### config.mk
export PLATFORM = sky130hd
export DESIGN_NAME = mem_stage_dcache
export DESIGN_NICKNAME = d
export VERILOG_FILES = /design/src/rtl/mem_stage_dcache.sv
export SDC_FILE = /design/constraint.sdc
export NUM_CORES = 1
export LEC_CHECK = 0
export BUFFER_PORTS_ARGS = -buffer_cell sky130_fd_sc_hd__buf_2
export CORE_MARGIN = 3
export CORE_UTILIZATION = 35
export DETAILED_ROUTE_END_ITERATION = 10
export PLACE_DENSITY_LB_ADDON = 0.05
export SLEW_MARGIN = 20
export SYNTH_ARGS = -nofsm -noshare
export SYNTH_HDL_FRONTEND = slang
export SYNTH_SLANG_ARGS = --single-unit
### constraint.sdc
create_clock -name clock -period 8.6 [get_ports clock]
set_clock_uncertainty 0.05 [all_clocks]
set_input_delay 1.29 -clock clock [delete_from_list [all_inputs] [get_ports clock]]
set_output_delay 1.29 -clock clock [all_outputs]
set_load 0.01 [all_outputs]
### src/rtl/mem_stage_dcache.sv
// ---------------------------------------------------------------------------
// mem_stage_dcache
//
// Memory-access stage of the pipelined MIPS datapath. It produces the inputs
// of the MEM/WB register. The stage contains a direct-mapped data cache with
// one word per line. Stores are write-through, and a store miss allocates no
// line. A req/ack port connects the cache to backing memory. While a read
// miss or a write-through is outstanding, the stage stalls the pipeline.
//
// Ports
//   clock, reset              rising-edge clock, synchronous active-high reset
//   MemRead, MemWrite         load / store request from EX/MEM
//   address, writeData        byte address (low two bits ignored), store data
//   ALUResult, writeReg,
//   RegWrite, MemtoReg        EX/MEM values passed through to MEM/WB
//   hit, readData             lookup result and load data to MEM/WB
//   ALUResultOut, writeRegOut,
//   RegWriteOut, MemtoRegOut  pass-through outputs (RegWriteOut is gated by stall)
//   stall                     freezes PC, IF/ID, ID/EX and EX/MEM
//   mem_req, mem_we,
//   mem_addr, mem_wdata       backing-memory request
//   mem_rdata, mem_ack        backing-memory response (ack is a one-cycle pulse)
//   hit_count, miss_count     saturating performance counters
// ---------------------------------------------------------------------------
module mem_stage_dcache #(
    parameter int IDX_BITS = 4,
    parameter int CNT_BITS = 16
) (
    input  logic                clock,
    input  logic                reset,
    input  logic                MemRead,
    input  logic                MemWrite,
    input  logic [31:0]         address,
    input  logic [31:0]         writeData,
    input  logic [31:0]         ALUResult,
    input  logic [4:0]          writeReg,
    input  logic                RegWrite,
    input  logic                MemtoReg,
    output logic                hit,
    output logic [31:0]         readData,
    output logic [31:0]         ALUResultOut,
    output logic [4:0]          writeRegOut,
    output logic                RegWriteOut,
    output logic                MemtoRegOut,
    output logic                stall,
    output logic                mem_req,
    output logic                mem_we,
    output logic [31:0]         mem_addr,
    output logic [31:0]         mem_wdata,
    input  logic [31:0]         mem_rdata,
    input  logic                mem_ack,
    output logic [CNT_BITS-1:0] hit_count,
    output logic [CNT_BITS-1:0] miss_count
);

    localparam int LINES    = 1 << IDX_BITS;
    localparam int TAG_BITS = 32 - IDX_BITS - 2;

    typedef enum logic [1:0] {
        IDLE,
        RD_MISS,
        WR_THRU,
        REFILL
    } state_t;

    state_t              state_q, state_d;
    logic [LINES-1:0]    valid_q;
    logic [TAG_BITS-1:0] tag_q  [LINES];
    logic [31:0]         data_q [LINES];
    logic [CNT_BITS-1:0] hitCount_q, missCount_q;

    logic [IDX_BITS-1:0] index;
    logic [TAG_BITS-1:0] tag;
    logic                lookupHit;
    logic                lineWrite;
    logic                lineFill;
    logic [31:0]         lineData;
    logic                hitInc;
    logic                missInc;
    logic                unusedAddrBits;

    // Every access is a word access, so the byte offset is deliberately dropped.
    assign unusedAddrBits = ^address[1:0];

    assign index     = address[IDX_BITS+1:2];
    assign tag       = address[31:IDX_BITS+2];
    assign lookupHit = valid_q[index] && (tag_q[index] == tag);

    // The stage forwards the EX/MEM values unchanged. The one exception is
    // RegWrite, which is held low while stalled. Otherwise the same
    // instruction would be written back more than once.
    assign ALUResultOut = ALUResult;
    assign writeRegOut  = writeReg;
    assign MemtoRegOut  = MemtoReg;
    assign RegWriteOut  = RegWrite & ~stall;
    assign mem_addr     = {address[31:2], 2'b00};
    assign hit_count    = hitCount_q;
    assign miss_count   = missCount_q;

    // Next-state and output decode. In IDLE the lookup result drives the
    // outputs directly, so a read hit costs no extra cycle. A store has
    // priority over a load. A store hit updates the line on the same edge it
    // is seen, and a store miss leaves the cache untouched. A store retires
    // in its ack cycle, so stall drops in that cycle. A refilled load retires
    // one cycle after its ack, in REFILL, and reads the newly written line.
    always_comb begin
        state_d   = state_q;
        hit       = 1'b0;
        readData  = 32'h0;
        stall     = 1'b0;
        mem_req   = 1'b0;
        mem_we    = 1'b0;
        mem_wdata = 32'h0;
        lineWrite = 1'b0;
        lineFill  = 1'b0;
        lineData  = writeData;
        hitInc    = 1'b0;
        missInc   = 1'b0;
        case (state_q)
            IDLE: begin
                if (MemWrite) begin
                    hit     = lookupHit;
                    stall   = 1'b1;
                    state_d = WR_THRU;
                    if (lookupHit) begin
                        lineWrite = 1'b1;
                        hitInc    = 1'b1;
                    end
                end else if (MemRead) begin
                    if (lookupHit) begin
                        hit      = 1'b1;
                        readData = data_q[index];
                        hitInc   = 1'b1;
                    end else begin
                        stall   = 1'b1;
                        missInc = 1'b1;
                        state_d = RD_MISS;
                    end
                end
            end
            RD_MISS: begin
                mem_req = 1'b1;
                stall   = 1'b1;
                if (mem_ack) begin
                    lineWrite = 1'b1;
                    lineFill  = 1'b1;
                    lineData  = mem_rdata;
                    state_d   = REFILL;
                end
            end
            REFILL: begin
                hit      = 1'b1;
                readData = data_q[index];
                state_d  = IDLE;
            end
            WR_THRU: begin
                mem_req   = 1'b1;
                mem_we    = 1'b1;
                mem_wdata = writeData;
                stall     = 1'b1;
                if (mem_ack) begin
                    stall   = 1'b0;
                    state_d = IDLE;
                end
            end
            default: state_d = IDLE;
        endcase
    end

    // State, valid bits and counters. Reset returns the FSM to IDLE, so any
    // outstanding request is dropped and a later stray ack has no effect.
    // Both counters stop at all-ones and never wrap.
    always_ff @(posedge clock) begin
        if (reset) begin
            state_q     <= IDLE;
            valid_q     <= '0;
            hitCount_q  <= '0;
            missCount_q <= '0;
        end else begin
            state_q <= state_d;
            if (lineFill) begin
                valid_q[index] <= 1'b1;
            end
            if (hitInc && (hitCount_q != {CNT_BITS{1'b1}})) begin
                hitCount_q <= hitCount_q + CNT_BITS'(1);
            end
            if (missInc && (missCount_q != {CNT_BITS{1'b1}})) begin
                missCount_q <= missCount_q + CNT_BITS'(1);
            end
        end
    end

    // The tag and data arrays need no reset. The cleared valid bits already
    // mark their contents as meaningless.
    always_ff @(posedge clock) begin
        if (lineWrite) begin
            data_q[index] <= lineData;
        end
        if (lineFill) begin
            tag_q[index] <= tag;
        end
    end

endmodule

==> impl_summary.log <==
[metrics] final-report max-slew violation count: 0
[metrics] predominant post-synthesis flop cell: sky130_fd_sc_hd__edfxtp_1
[metrics] number of hold violations in the final report: 0
[metrics] layout cells sized above 1: 0.321
[metrics] Area Overhead vs Synth: 15.5%
[metrics] share of synthesized flip-flops with an asynchronous set or reset: 0
[metrics] syn_area_per_cell: about 19 sq um
[metrics] Core Footprint: 113000 sq um
[metrics] unrepaired setup endpoints after global routing: false
[metrics] synthesized cell area: 40300 sq um
[metrics] reg2reg path depth: 12
[metrics] Die W: 345 microns
[metrics] synth warn: 0
[metrics] flip-flop and latch count after synthesis: 978
[metrics] cell at the root of the clock tree: sky130_fd_sc_hd__clkbuf_16
[metrics] Final Hold Slack: between 400 and 500 ps
[metrics] Synth top area share: 0.691
[metrics] WP data arrival: 6070 ps
[metrics] half-perimeter wire length after placement: 60700 microns
[metrics] overall global routing resource usage: 0.181
[metrics] total wirelength of the detailed-routed design: 109000 microns
[metrics] detailed-routing iteration count for the pre-antenna-repair pass: 5
[metrics] GRT overflow: 0
[metrics] average via count per standard cell: 5.30
[metrics] Clock Path Buffers: 3
[metrics] post-synth cell types: approximately 70
[metrics] Max Clock Freq: 135 MHz
[metrics] destination of the worst register-to-register timing path: data_q[11][25]$_DFFE_PP_
[metrics] DRC violations left: 0
[metrics] wire per inst: 27.6 microns
[metrics] instance area at placement: approximately 43000 sq um
[metrics] number of filler instances in the final layout: 10100
[metrics] share of the clock period used by the worst path: 0.861
[metrics] number of global-route vias before repair: 22200
[metrics] max-cap violations: 0
[metrics] Crit Path Class: in2out
[metrics] global-route wire length before repair: 158000 microns
[metrics] number of gates resized after cts: 0
[metrics] I/O pin total: 311
[metrics] setup slack, reg-to-reg: around 3800 ps
[metrics] number of buffers added on ports: 230
[metrics] top cells by instance count after synthesis: sky130_fd_sc_hd__edfxtp_1 (928), sky130_fd_sc_hd__mux4_2 (228), sky130_fd_sc_hd__mux2i_1 (109), sky130_fd_sc_hd__nor2_1 (86), sky130_fd_sc_hd__buf_4 (83)
[metrics] TritonCTS clock tree: yes
[metrics] most area-consuming cells after synthesis: sky130_fd_sc_hd__edfxtp_1 (69%), sky130_fd_sc_hd__mux4_2 (13%), sky130_fd_sc_hd__mux2i_1 (2.7%), sky130_fd_sc_hd__dfxtp_1 (2.5%), sky130_fd_sc_hd__mux2_2 (1.9%)
[metrics] clock buffers created by TritonCTS: approximately 110
[metrics] CP Data Required Time: 7260 ps
[metrics] violation count after the first detailed-route iteration: between 1000 and 1500
[metrics] starting utilization of the core area: 0.355
[metrics] most common cell in the synthesized netlist: sky130_fd_sc_hd__edfxtp_1
[metrics] nets@finish: 2496
[metrics] Max-slew headroom: 0.285
[metrics] crit-path max FO: 64
[metrics] initial antenna violation count: 4
[metrics] Via Count: 20900
[metrics] Hold Path Class: reg2reg
[metrics] remaining number of nets flagged by the antenna check after routing: 0
[metrics] status: complete, no violations
[metrics] summed negative setup slack over all endpoints: 0 ps
[metrics] Die Outline Area: 119000 sq um
[metrics] Placer Congestion: a little under 0.8
[metrics] capture point of the critical path: readData[15]
[metrics] power density normalized to cell area: around 220 nW/um^2
[metrics] synthesized instance count: 2131
[metrics] largest vdd supply drop: 0.157 mV
[metrics] Die Y: 345 microns
[metrics] start point of the critical path: address[2]
[metrics] # clock sinks: ~980
[metrics] Final min period: 7410 ps
[metrics] dominant cell type by area after synthesis: sky130_fd_sc_hd__edfxtp_1
[metrics] post-route cell area: 46600 sq um
[metrics] pin count of the biggest net entering global routing: 130
[metrics] Clock transition at path regs: 50 ps
[metrics] Placed Cells incl. Taps: 3739
[metrics] reg-to-reg critical path startpoint: tag_q[9][13]$_DFFE_PP_
[metrics] hold_buf cts: 0
[metrics] category of the worst setup path launch point: input port
[metrics] transition time at the pin with the least slew margin: 1070 ps
[metrics] Post-synth EDFFs: 928
[metrics] number of cells in the finished layout apart from fillers: 3939
[metrics] H-Tree Level Count: 3
[metrics] part of the Yosys area used for sequential elements: 0.716
[metrics] Row Count: about 120
[metrics] total setup buffers inserted after CTS: 0
[metrics] Static Leak: 15.3 nW
[metrics] clock latency at the later pin of the worst-skew pair: 680 ps
[metrics] Setup Viol. Count Final: 0
[metrics] critical path capture point type: output port
==> cell families (layout without fill, tap and decap cells) <==
family                     count (synthesis)  after routing  share of synthesized area
AOI/OAI and AO/OA                        166            166                     0.0299
xor gates and xnor gates                  17             17                    0.00369
adders and majority gates                  6              6                    0.00186
buffers and inverters                    212            518                     0.0290
DFF                                      978            978                      0.716
muxes                                    407            407                      0.174
other                                      1              3                  0.0000930
and+or+nand+nor                          344            344                     0.0454
==> metal layers <==
metal  wire length, microns  global-route usage  vias up  share of wire
met4                   2820              0.0500        2          0.026
met1                  46100               0.236    11200           0.42
met2                  55400               0.314      461           0.51
met5                     13                   0        -        0.00012
li1                       -                   -     9087              -
met3                   4220              0.0283      184          0.039
==> how the worst min path moves through the flow <==
stage                             start                       end  depth (start not counted)
5_1_grt        valid_q[10]$_SDFFE_PP0P_  valid_q[10]$_SDFFE_PP0P_                          2
3_3_place_gp   valid_q[14]$_SDFFE_PP0P_  valid_q[14]$_SDFFE_PP0P_                          2
3_5_place_dp   valid_q[10]$_SDFFE_PP0P_  valid_q[10]$_SDFFE_PP0P_                          2
6_report       valid_q[14]$_SDFFE_PP0P_  valid_q[14]$_SDFFE_PP0P_                          2
2_1_floorplan  valid_q[10]$_SDFFE_PP0P_  valid_q[10]$_SDFFE_PP0P_                          2
4_1_cts        valid_q[10]$_SDFFE_PP0P_  valid_q[10]$_SDFFE_PP0P_                          2
==> report_power, final <==
| group | leakage (nW) | total (mW) | switching, mW | internal, mW |
|---|---|---|---|---|
| clock | 1.61 | 4.34 | 1.83 | 2.51 |
| sequential | 8.75 | 5.26 | 0.00608 | 5.25 |
| combinational | 4.95 | 0.660 | 0.415 | 0.245 |
==> placed cells by master (no fill, tap or decap), drive strengths merged, types with 14 or more instances in the layout <==
cell,synthesis,layout
edfxtp,928,928
buf,124,293
mux4,228,228
clkbuf,63,145
mux2i,109,109
nor2,86,86
mux2,70,70
dfxtp,50,50
nand2,45,45
clkinv,0,42
and2,39,39
nor3,36,36
nor3b,32,32
inv,25,30
a22oi,28,28
nor2b,22,22
a21oi,22,22
nand3,19,19
o21ai,16,16
nor4,15,15
o22ai,14,14
==> sequential cells by signal, summed over array words and instances (netlist names) <==
signal,count
data_q,512
tag_q,416
hit_count,16
miss_count,16
valid_q,16
state_q,2
==> stage by stage <==
step,setup WS [ps],total power [mW],util
final,1190,10.3,0.411
after global routing,706,10.7,0.411
after CTS,978,10.4,0.411
after detailed placement,988,6.04,0.381
after global placement,999,6.03,0.381
after floorplan,1010,5.78,-
==> cell type report <==
| type | count | area (sq um) | share of cell area |
|---|---|---|---|
| well taps | 1500 | 1880 | 0.0403 |
| diodes | 1 | 2.50 | 0.0000537 |
| inverters | 25 | 93.8 | 0.00201 |
| clock inverters | 55 | 460 | 0.00988 |
| multi-input cells | 942 | 10500 | 0.226 |
| clock buffers | 144 | 2860 | 0.0614 |
| flip-flops and latches | 978 | 28900 | 0.620 |
| repair buffers | 294 | 1910 | 0.0410 |
==> critical path, cell delays in order <==
cell	delay, ps
sky130_fd_sc_hd__buf_8	520
sky130_fd_sc_hd__nand2b_1	840
sky130_fd_sc_hd__o22ai_1	220
sky130_fd_sc_hd__a221oi_1	300
sky130_fd_sc_hd__xnor2_1	240
sky130_fd_sc_hd__o211ai_1	120
sky130_fd_sc_hd__or4b_2	690
sky130_fd_sc_hd__nor4_2	370
sky130_fd_sc_hd__buf_4	440
sky130_fd_sc_hd__a21oi_4	90
sky130_fd_sc_hd__buf_4	280
sky130_fd_sc_hd__nor3b_1	290
sky130_fd_sc_hd__buf_2	180
Power figures use the tool's default switching activity.
